### config.mk
export PLATFORM = sky130hd
export DESIGN_NAME = led_counter_seq
export DESIGN_NICKNAME = d
export VERILOG_FILES = /design/src/rtl/led_counter_seq.sv
export SDC_FILE = /design/constraint.sdc
export NUM_CORES = 1
export LEC_CHECK = 0
export ABC_AREA = 1
export BUFFER_PORTS_ARGS = -buffer_cell sky130_fd_sc_hd__buf_4
export CAP_MARGIN = 20
export CORE_ASPECT_RATIO = 1.75
export CORE_UTILIZATION = 45
export DETAILED_ROUTE_END_ITERATION = 8
export GPL_TIMING_DRIVEN = 0
export PLACE_DENSITY_LB_ADDON = 0.05
export SLEW_MARGIN = 20
export SYNTH_ARGS = -nofsm -noshare
export SYNTH_HDL_FRONTEND = slang
export SYNTH_SLANG_ARGS = --single-unit
### constraint.sdc
create_clock -name clk -period 1.9 [get_ports clk]
set_clock_uncertainty 0.15 [all_clocks]
set_input_delay 0.095 -clock clk [delete_from_list [all_inputs] [get_ports clk]]
set_output_delay 0.095 -clock clk [all_outputs]
set_load 0.01 [all_outputs]
### src/rtl/led_counter_seq.sv
// Sequencer for the LED up/down counter. It latches a start/end range from
// the board switches, loads the counter, paces it with a count-enable tick,
// watches for the endpoint, and can bounce back and forth between endpoints.
module led_counter_seq #(
    parameter int WIDTH      = 5,
    parameter int TICK_DIV   = 4,
    parameter int HOLD_TICKS = 2,
    parameter int RUN_W      = 8
) (
    input  logic             clk,
    input  logic             rst,
    input  logic [WIDTH-1:0] sw_start,
    input  logic [WIDTH-1:0] sw_end,
    input  logic             go,
    input  logic             stop,
    input  logic             mode_bounce,
    input  logic             check,
    input  logic [WIDTH-1:0] counter_out,
    output logic [WIDTH-1:0] start_num,
    output logic [WIDTH-1:0] end_num,
    output logic             up_down,
    output logic             load,
    output logic             cnt_en,
    output logic             busy,
    output logic             done,
    output logic [RUN_W-1:0] run_count
);

    localparam int PW = (TICK_DIV > 1) ? $clog2(TICK_DIV) : 1;
    localparam int HW = (HOLD_TICKS > 1) ? $clog2(HOLD_TICKS) : 1;
    localparam logic [PW-1:0]    PRESC_LAST = PW'(TICK_DIV - 1);
    localparam logic [HW-1:0]    HOLD_LAST  = HW'(HOLD_TICKS - 1);
    localparam logic [RUN_W-1:0] RUN_MAX    = {RUN_W{1'b1}};

    typedef enum logic [2:0] {
        ST_IDLE,
        ST_LOAD,
        ST_RUN,
        ST_ENDPT,
        ST_HOLD
    } state_t;

    state_t           state_q, state_d;
    logic [WIDTH-1:0] start_num_q, start_num_d;
    logic [WIDTH-1:0] end_num_q, end_num_d;
    logic             up_down_q, up_down_d;
    logic             load_q, load_d;
    logic             cnt_en_q, cnt_en_d;
    logic             done_q, done_d;
    logic [RUN_W-1:0] run_count_q, run_count_d;
    logic [PW-1:0]    presc_q, presc_d;
    logic [HW-1:0]    hold_q, hold_d;
    logic [PW-1:0]    presc_next;

    // Free-running prescaler step; wraps back to zero after TICK_DIV cycles.
    always_comb begin
        presc_next = '0;
        if (presc_q != PRESC_LAST) begin
            presc_next = presc_q + 1'b1;
        end
    end

    // Next-state and next-output logic; pulses are computed one cycle ahead so
    // every output comes straight from a flop.
    always_comb begin
        state_d     = state_q;
        start_num_d = start_num_q;
        end_num_d   = end_num_q;
        up_down_d   = up_down_q;
        load_d      = 1'b0;
        cnt_en_d    = 1'b0;
        done_d      = 1'b0;
        run_count_d = run_count_q;
        presc_d     = presc_q;
        hold_d      = hold_q;

        case (state_q)
            ST_IDLE: begin
                presc_d = '0;
                hold_d  = '0;
                if (go && !stop) begin
                    start_num_d = sw_start;
                    end_num_d   = sw_end;
                    up_down_d   = (sw_end >= sw_start);
                    load_d      = 1'b1;
                    state_d     = ST_LOAD;
                end
            end
            ST_LOAD: begin
                presc_d = '0;
                state_d = ST_RUN;
            end
            ST_RUN: begin
                presc_d = presc_next;
                if (check && (counter_out == end_num_q)) begin
                    done_d      = 1'b1;
                    run_count_d = (run_count_q == RUN_MAX) ? run_count_q : run_count_q + 1'b1;
                    state_d     = ST_ENDPT;
                end else begin
                    cnt_en_d = (presc_next == PRESC_LAST);
                end
            end
            ST_ENDPT: begin
                presc_d = presc_next;
                hold_d  = '0;
                state_d = mode_bounce ? ST_HOLD : ST_IDLE;
            end
            ST_HOLD: begin
                presc_d = presc_next;
                if (presc_q == PRESC_LAST) begin
                    if (hold_q == HOLD_LAST) begin
                        start_num_d = end_num_q;
                        end_num_d   = start_num_q;
                        up_down_d   = ~up_down_q;
                        load_d      = 1'b1;
                        state_d     = ST_LOAD;
                    end else begin
                        hold_d = hold_q + 1'b1;
                    end
                end
            end
            default: begin
                state_d = ST_IDLE;
            end
        endcase

        if (stop && (state_q != ST_IDLE)) begin
            state_d     = ST_IDLE;
            start_num_d = start_num_q;
            end_num_d   = end_num_q;
            up_down_d   = up_down_q;
            load_d      = 1'b0;
            cnt_en_d    = 1'b0;
            done_d      = 1'b0;
            run_count_d = run_count_q;
            presc_d     = '0;
            hold_d      = '0;
        end
    end

    // State and output registers with synchronous reset.
    always_ff @(posedge clk) begin
        if (rst) begin
            state_q     <= ST_IDLE;
            start_num_q <= '0;
            end_num_q   <= '0;
            up_down_q   <= 1'b1;
            load_q      <= 1'b0;
            cnt_en_q    <= 1'b0;
            done_q      <= 1'b0;
            run_count_q <= '0;
            presc_q     <= '0;
            hold_q      <= '0;
        end else begin
            state_q     <= state_d;
            start_num_q <= start_num_d;
            end_num_q   <= end_num_d;
            up_down_q   <= up_down_d;
            load_q      <= load_d;
            cnt_en_q    <= cnt_en_d;
            done_q      <= done_d;
            run_count_q <= run_count_d;
            presc_q     <= presc_d;
            hold_q      <= hold_d;
        end
    end

    assign start_num = start_num_q;
    assign end_num   = end_num_q;
    assign up_down   = up_down_q;
    assign load      = load_q;
    assign cnt_en    = cnt_en_q;
    assign done      = done_q;
    assign run_count = run_count_q;
    assign busy      = (state_q != ST_IDLE);

endmodule
==> flow_metrics.env <==
export IMPL_outcome="finished clean"
export IMPL_synth_xor_xnor_area_share_pct=2.70
export IMPL_met3_usage_pct=1.98
export IMPL_ys_seq_area_share_pct=34.5
export IMPL_clkSlewWorstSetupHoldPaths_ps=110
export IMPL_clk_latency_ps=280
export IMPL_cts_max_level=1
export IMPL_place_ws_ps=227
export IMPL_fin_crit_ps=1700
export IMPL_synth_top_family_by_area="simple AND/OR/NAND/NOR gates"
export IMPL_worst_ep_required_time_ps=1910
export IMPL_total_power_uw=2380
export IMPL_port_buffers=42
export IMPL_numCtsBuffers=3
export IMPL_vdd_drop_max_uv=606
export IMPL_whs_ps=15.2
export IMPL_nets=320
export IMPL_yosys_warnings=0
export IMPL_start_util_pct=47.8
export IMPL_synth_cell_types=27
export IMPL_path_delay_family="simple AND/OR/NAND/NOR gates"
export IMPL_overflow=0
export IMPL_rsz0062_at_grt="no"
export IMPL_tightest_slew_ps=436
export IMPL_cts_setup_buffers=0
export IMPL_fin_crit_sh_pct=89.2
export IMPL_path_buf_inv=1
export IMPL_worstPathArrival_ps=1700
export IMPL_synthArstFlopShare_pct=0
export IMPL_cts_tree="yes"
export IMPL_drv_slew=0
export IMPL_path_cells="inv_1 -> nand2_1 -> nand2_1 -> nor2_1 -> nand2_1 -> nor2_4 -> nand3_2 -> nand2_1 -> a21oi_1"
export IMPL_top_usage_layer="met2"
export IMPL_hold_depth=5
export IMPL_synth_compound_area_share_pct=12.0
export IMPL_diodes=0
export IMPL_drive_gt1_share_pct=22.8
export IMPL_gp_congestion=0.858
export IMPL_grt_use_total_pct=22.8
export IMPL_drc=0
export IMPL_wl_per_cell_um=11.7
export IMPL_ant_nets=0
export IMPL_crit_path_start_kind="register"
export IMPL_fin_ws_ps=205
export IMPL_grtUsageMet1_pct=23.4
export IMPL_num_vias=1705
export IMPL_synthAdderAreaFrac_pct=6.17
export IMPL_p_leak_uw=0.00101
export IMPL_die_x_um=47.4
export IMPL_rows=28
export IMPL_antenna_found_initial=0
export IMPL_max_clock_freq_ghz=0.590
export IMPL_hold_path_class="input pin to register"
export IMPL_synthMuxAreaShare_pct=0
export IMPL_multi_input_area_um2=910
export IMPL_seqCellArea_um2=561
export IMPL_fin_tns_setup_ps=0
export IMPL_n_fill_cell=351
export IMPL_slew_headroom_pct=71.0
export IMPL_drt_total_wl_mm=3.93
export IMPL_post_cts_resized=0
export IMPL_cpMostUsedCell="nand2_1"
export IMPL_viasPerCell=5.09
export IMPL_cap_violations=0
export IMPL_grt_pass1_vias=1643
export IMPL_die_y_um=81.4
export IMPL_clk_path_buf_depth=2
export IMPL_synth_top_cell_area_share_pct=34.5
export IMPL_hold_violations=0
export IMPL_numClockSinks=28
export IMPL_synth_simple_area_share_pct=35.2
export IMPL_grt_util_met2_pct=42.7
export IMPL_grt_max_degree=17
export IMPL_syn_inst=242
export IMPL_slowest_stage="dfxtp_1"
export IMPL_postCtsHoldBufs=2
export IMPL_grt_first_pass_wirelength_mm=6.55
export IMPL_syn_area_um2=1620
export IMPL_max_stage_delay_ps=420
export IMPL_crit_path_max_fanout=10
export IMPL_post_dp_hpwl_mm=3.04
export IMPL_syn_to_final_growth_pct=28.5
export IMPL_synth_enable_flop_cells=0
export IMPL_cts_root_buf="clkbuf_8"
export IMPL_synth_commonest_cells="nand2_1, nor2_1, dfxtp_1, inv_1"
export IMPL_cp_end_kind="register"
export IMPL_synth_most_common_cell="nand2_1"
export IMPL_finalSetupViolCount=0
export IMPL_die_area_um2=3860
export IMPL_rr_worst_depth=9
export IMPL_path_depth=9
export IMPL_syn_avg_cell_area_um2=6.71
export IMPL_synthTopCellsByArea="dfxtp_1, nand2_1, nor2_1, ha_1, inv_1"
export IMPL_drt_first_pass_iters=4
export IMPL_core_region_area_um2=3400
export IMPL_drt_iter0_drc=26
export IMPL_ios=44
export IMPL_ys_ff_latch=28
export IMPL_crit_type="register to register"
export IMPL_syn_nets=271
export IMPL_synth_main_ff_cell="dfxtp_1"
export IMPL_synth_top_cell_by_area="dfxtp_1"
export IMPL_powerDensity_nw_per_um2=1140
[worst paths after layout]
kind	startpoint	to	slack (ps)
worst min register to register	hold_q	hold_q	350
worst max-delay path	end_num[3]	run_count[7]	200
worst min-delay path	sw_end[4]	end_num[4]	20
worst max register to register	end_num[3]	run_count[7]	200
[worst min-delay path, stage by stage]
cell and delay, ps:
buf_4 90, nand2_1 50, nand2_1 50, nor2_1 40, nor2_1 80
[through the flow]
| stage | instances | area, µm² | util (%) |
|---|---|---|---|
| floorplan | 242 | 1620 | - |
| global placement | 329 | 1990 | 58.7 |
| detailed placement | 329 | 1990 | 58.7 |
| CTS | 335 | 2090 | 61.4 |
| global route | 335 | 2090 | 61.4 |
| finish | 335 | 2090 | 61.4 |
[routing by layer]
metal | vias up | wire [µm]
met5 | - | 0
met4 | 0 | 80
met3 | 6 | 114
met2 | 36 | 2130
met1 | 794 | 1610
li1 | 869 | -
[kinds of logic after synthesis]
| family | Yosys count |
|---|---|
| and+or+nand+nor | 127 |
| AOI/OAI and AO/OA | 36 |
| adders and majority gates | 8 |
| xor gates and xnor gates | 5 |
| DFF | 28 |
| buffers and inverters | 38 |
[placed cells by master, fill, tap and decap left out, drive strengths merged]
master / Yosys / final
buf: 4 / 46
o21ai: 21 / 21
o211ai: 2 / 2
xor2: 3 / 3
a211oi: 1 / 1
nand2: 65 / 65
ha: 8 / 8
inv: 32 / 32
xnor2: 2 / 2
o2111ai: 1 / 1
nor2: 41 / 41
a21oi: 11 / 11
nor3: 2 / 2
bufinv: 0 / 1
dlygate4sd3: 0 / 2
nand4: 10 / 10
dfxtp: 28 / 28
nor3b: 1 / 1
nand3: 6 / 6
clkbuf: 2 / 5
nand3b: 2 / 2
[registers in the layout, indices dropped and copies added, names as in the netlist]
signal and count:
hold_q 1, cnt_en 1, end_num 5, up_down 1, run_count 8, state_q 3, presc_q 2, start_num 5
load 1, done 1
[report_power, final]
group | total (µW) | switching (µW) | internal [µW] | leakage [µW]
Sequential | 829 | 121 | 707 | 0.000228
Combinational | 1080 | 651 | 425 | 0.000746
Clock | 476 | 194 | 282 | 0.0000357
Total | 2380 | 967 | 1410 | 0.00101
[layout make-up]
cell class	count	area share, %
plain buffers	6	1.56
clock buffers	3	1.98
clock inverters	1	1.44
inverters	32	5.76
multi-input cells	176	43.6
flip-flops and latches	28	26.9
well taps	45	2.70
repair buffers	44	16.1
(Power assumes the default switching activity.)
